**config.mk**
```make
export PLATFORM = sky130hd
export DESIGN_NAME = fa4_share_ctrl
export DESIGN_NICKNAME = d
export VERILOG_FILES = /design/src/rtl/fa4_share_ctrl.sv
export SDC_FILE = /design/constraint.sdc
export NUM_CORES = 1
export LEC_CHECK = 0
export ABC_AREA = 1
export BUFFER_PORTS_ARGS = -buffer_cell sky130_fd_sc_hd__buf_2
export CORE_MARGIN = 8
export CORE_UTILIZATION = 55
export CTS_BUF_LIST = sky130_fd_sc_hd__clkbuf_8
export DETAILED_ROUTE_END_ITERATION = 7
export GPL_ROUTABILITY_DRIVEN = 0
export HOLD_SLACK_MARGIN = 0.08
export PLACE_DENSITY = 0.93
export SYNTH_ARGS = -nofsm -noshare
export SYNTH_HDL_FRONTEND = slang
export SYNTH_SLANG_ARGS = --single-unit
```
**constraint.sdc**
```tcl
create_clock -name clk -period 2.5 [get_ports clk]
set_input_delay 0.125 -clock clk [delete_from_list [all_inputs] [get_ports clk]]
set_output_delay 0.125 -clock clk [all_outputs]
set_load 0.005 [all_outputs]
```
**src/rtl/fa4_share_ctrl.sv**
```systemverilog
// Round-robin front end for one shared 4-bit adder slice: accepts W-bit adds from two
// requesters and walks them through the slice LSB nibble first with a registered carry.
module fa4_share_ctrl #(
    parameter int NIBBLES = 4
) (
    input  logic                 clk,
    input  logic                 rst_n,
    input  logic                 r0_valid_i,
    output logic                 r0_ready_o,
    input  logic [4*NIBBLES-1:0] r0_a_i,
    input  logic [4*NIBBLES-1:0] r0_b_i,
    input  logic                 r0_cin_i,
    input  logic                 r1_valid_i,
    output logic                 r1_ready_o,
    input  logic [4*NIBBLES-1:0] r1_a_i,
    input  logic [4*NIBBLES-1:0] r1_b_i,
    input  logic                 r1_cin_i,
    output logic                 rsp_valid_o,
    input  logic                 rsp_ready_i,
    output logic                 rsp_id_o,
    output logic [4*NIBBLES-1:0] rsp_sum_o,
    output logic                 rsp_cout_o,
    output logic [3:0]           add_a_o,
    output logic [3:0]           add_b_o,
    output logic                 add_cin_o,
    input  logic [3:0]           add_sum_i,
    input  logic                 add_cout_i
);
    localparam int W  = 4 * NIBBLES;
    localparam int IW = (NIBBLES > 1) ? $clog2(NIBBLES) : 1;

    typedef enum logic [1:0] {IDLE, ADD, RESP} state_t;
    typedef struct packed {
        logic [W-1:0] a;
        logic [W-1:0] b;
        logic         cin;
    } req_t;

    state_t        state_q, state_d;
    logic [W-1:0]  a_q, a_d, b_q, b_d, sum_q, sum_d;
    logic          carry_q, carry_d, id_q, id_d, ptr_q, ptr_d;
    logic [IW-1:0] idx_q, idx_d;
    logic          gnt0, gnt1;
    req_t          req0, req1, req_sel;

    assign req0    = {r0_a_i, r0_b_i, r0_cin_i};
    assign req1    = {r1_a_i, r1_b_i, r1_cin_i};
    // ptr_q high means r1 wins a tie
    assign gnt0    = r0_valid_i & (~r1_valid_i | ~ptr_q);
    assign gnt1    = r1_valid_i & (~r0_valid_i |  ptr_q);
    assign req_sel = gnt1 ? req1 : req0;

    assign rsp_valid_o = (state_q == RESP);
    assign rsp_id_o    = id_q;
    assign rsp_sum_o   = sum_q;
    assign rsp_cout_o  = carry_q;

    always_comb begin
        state_d    = state_q;
        a_d        = a_q;
        b_d        = b_q;
        sum_d      = sum_q;
        carry_d    = carry_q;
        idx_d      = idx_q;
        id_d       = id_q;
        ptr_d      = ptr_q;
        r0_ready_o = 1'b0;
        r1_ready_o = 1'b0;
        add_a_o    = 4'h0;
        add_b_o    = 4'h0;
        add_cin_o  = 1'b0;
        unique case (state_q)
            IDLE: begin
                r0_ready_o = gnt0;
                r1_ready_o = gnt1;
                if (gnt0 || gnt1) begin
                    a_d     = req_sel.a;
                    b_d     = req_sel.b;
                    carry_d = req_sel.cin;
                    id_d    = gnt1;
                    idx_d   = '0;
                    state_d = ADD;
                end
            end
            ADD: begin
                // add_* depend only on registers, never on valid/ready inputs
                add_a_o   = a_q[4*int'(idx_q) +: 4];
                add_b_o   = b_q[4*int'(idx_q) +: 4];
                add_cin_o = carry_q;
                sum_d[4*int'(idx_q) +: 4] = add_sum_i;
                carry_d   = add_cout_i;
                idx_d     = idx_q + 1'b1;
                if (idx_q == IW'(NIBBLES - 1)) state_d = RESP;
            end
            RESP: begin
                if (rsp_ready_i) begin
                    state_d = IDLE;
                    ptr_d   = ~id_q;
                end
            end
            default: state_d = IDLE;
        endcase
    end

    always_ff @(posedge clk or negedge rst_n) begin
        if (!rst_n) begin
            state_q <= IDLE;
            a_q     <= '0;
            b_q     <= '0;
            sum_q   <= '0;
            carry_q <= 1'b0;
            idx_q   <= '0;
            id_q    <= 1'b0;
            ptr_q   <= 1'b0;
        end else begin
            state_q <= state_d;
            a_q     <= a_d;
            b_q     <= b_d;
            sum_q   <= sum_d;
            carry_q <= carry_d;
            idx_q   <= idx_d;
            id_q    <= id_d;
            ptr_q   <= ptr_d;
        end
    end
endmodule

```
==> impl_results.md <==
* Final WL at 8.837 mm
* Layout cell share with drive strength beyond 1 at 24.90%
* WL per Instance at 15.56 µm
* Clock Latency Late Sink at 310 ps
* Cts hold-fix bufs at 33
* Setup repair after global routing missed its margin: false
* PortBufs at 105
* Initial DRT Pass Iterations at 6
* TritonCTS clock tree: built
* Biggest area consumer among synthesized cells: dfrtp_1
* Most frequent cell after synthesis: nor2_1
* Total chip power at 4.221 mW
* Worst R2R End: a_q[4]
* Clock Skew at 10.91 ps
* Post-Syn Nets at 449
* Setup TNS at 0 ps
* CP Data Required Time at 2760 ps
* Endpoints failing setup at 0
* Post-CTS setup buffers at 0
* GRT Overall Usage at 22.26%
* Ys async rst share at 100.0%
* Synth unique cells at 22
* # IOs at 106
* Final period util at 88.10%
* Initial core utilization at 56.69%
* Final-report hold violation count at 0
* CP startpoint kind: register
* Part of the power in the clock network at 14.5%
* Mapped Avg Cell Area at 7.868 µm²
* H-Tree Depth at 2
* Sw Pwr at 1.803 mW
* Core ar. at 0.005107 mm²
* Final HPWL DP at 5.849 mm
* Root Buffer: clkbuf_8
* First-pass GRT wire length at 13.75 mm
* Outcome: complete, no violations
* CTS Buf Count at 5
* DRC at 0
* #FFs+latches synth at 55
* Dpl cell area at 0.003402 mm²
* Area Overhead vs Synth at 34.01%
* Die Wd at 88.56 µm
* Routed vias/inst at 5.461
* Leakage dissipation at 1.927 nW
* GRT Residual Overflow at 0
* Synth warn at 0
* Nets at 578
* Main synth FF type: dfrtp_1
* Antenna viol nets, final at 0
* Slew headroom at 21.12%
* Register area share after synthesis at 47.54%
* Design area at 0.003880 mm²
* PnR worst setup slack at 297.6 ps
* Reg2reg path depth at 7
* Peak VDD IR at 0.0005789 V
* Final Slew Violations at 0
* Post-Syn Instances at 368
* Initial antenna violation count at 0
* CP Max Fanout at 40
* Fmax achieved at 454.0 MHz
* Comb pwr share at 48.7%
* Site row count at 26
* Finished Core Util at 75.97%
* Slew @ Worst Pin at 1183 ps
* Vias in the first global route at 3030
* Initial DRC count at 198
* Most instantiated cells after synthesis: 68 x nor2_1, 58 x nand2_1, 55 x dfrtp_1
* CP endpoint kind: register
* Die Y at 88.56 µm
* Pin count of the biggest net entering global routing at 56
* Post-CTS sizing at 0
* Netlist Area Pre-Place at 0.002895 mm²
* N_diodes at 0
* Worst R2R Setup Slack at 300 ps
* Clock buffer depth at 2
* Internal power at 2.417 mW
* Net Sw Frac at 42.73%
* Share of power burned in registers at 36.8%
* Layout Cells excl Fill at 568
* Top post-synthesis cells by area: dfrtp_1 48%, nor2_1 8.8%, o21ai_0 8.3%, nand2_1 7.5%, nand3_1 7.4%
* Min cycle time layout at 2202 ps
* Post-synth EDFFs at 0
* Power Dens Cells at 1088 mW/mm²
* Critical R2R Launch: state_q[1]
* Critical path type: reg -> reg
* DR vias at 3102
* Fin Hold WS at 42.29 ps
* Clk pin slew, worst setup/hold paths at 100 ps
* Clk sinks at 55
* Filler instances at 354
* Type of the most critical hold path: in -> async
* Setup slack at placement at 516.7 ps
* Crit path DAT at 2460 ps
* Inst Count DP at 524
* Top-area cell type share of the netlist area at 47.54%
* Total of max-cap violations at 0
* Die ar. at 0.007842 mm²
-- layout by cell type, fill, tap and decap left out, drive strengths merged, types with 5 or more instances in the layout --
cell | netlist | routed
dfrtp | 55 | 55
o21ai | 48 | 48
buf | 21 | 110
nand3 | 43 | 43
dlygate4sd3 | 0 | 36
inv | 17 | 17
a31oi | 32 | 32
a21oi | 8 | 8
clkbuf | 3 | 6
nand2 | 60 | 60
ha | 5 | 5
nor2 | 70 | 70
-- critical path, cell delays in order (launching register included) --
cell	delay, ps
dfrtp_1	370
inv_1	80
nand2_1	130
nor2_4	520
buf_12	280
nor2_1	70
a31oi_1	120
dlygate4sd3_1	560
-- power by group through the flow --
stage	registers (mW)	clock network (mW)	logic, mW
2_1_floorplan	1.50	0	1.38
3_3_place_gp	1.54	0	1.90
3_5_place_dp	1.56	0	1.97
4_1_cts	1.55	0.612	2.04
5_1_grt	1.60	0.645	2.29
6_report	1.55	0.613	2.05
-- flip-flops by register name, summed over array words and instances (netlist names) --
name / count
a_q: 16
b_q: 16
idx_q: 2
ptr_q: 1
rsp_cout_o: 1
rsp_id_o: 1
rsp_sum_o: 16
state_q: 2
-- worst max path at each step --
stage | from | to | slack, ps | depth (start not counted)
after global routing | state_q[1] | a_q[4] | 150 | 7
after CTS | state_q[1] | a_q[4] | 330 | 7
after global placement | idx_q[1] | rsp_sum_o[0] | 630 | 7
final | state_q[1] | a_q[4] | 300 | 7
after floorplan | idx_q[1] | rsp_sum_o[0] | 920 | 8
after detailed placement | idx_q[1] | rsp_sum_o[2] | 520 | 7
-- layout make-up --
class,instances,area [µm²],share of cell area (%)
Clock buffer,6,82.58,2.128
Sequential cell,55,1376,35.47
Inverter,18,67.56,1.741
Tap cell,70,87.58,2.257
Clock inverter,2,35.03,0.9029
Timing Repair Buffer,146,935.9,24.12
Multi-Input combinational cell,271,1295,33.38
-- per-layer routing --
metal	track usage, %	vias to the layer above	wire (µm)
met1	26.15	1445	3552
met4	6.759	0	157
met3	5.850	20	721
met5	0	-	0
met2	38.63	138	4406
li1	-	1499	-
-- logic make-up after synthesis --
family,after synthesis,share of synthesized area (%)
buffers and inverters,42,7.735
DFF,55,47.54
and+or+nand+nor,177,25.76
adders and majority gates,5,2.161
AOI/OAI and AO/OA,89,16.81
Power figures use the tool's default switching activity.
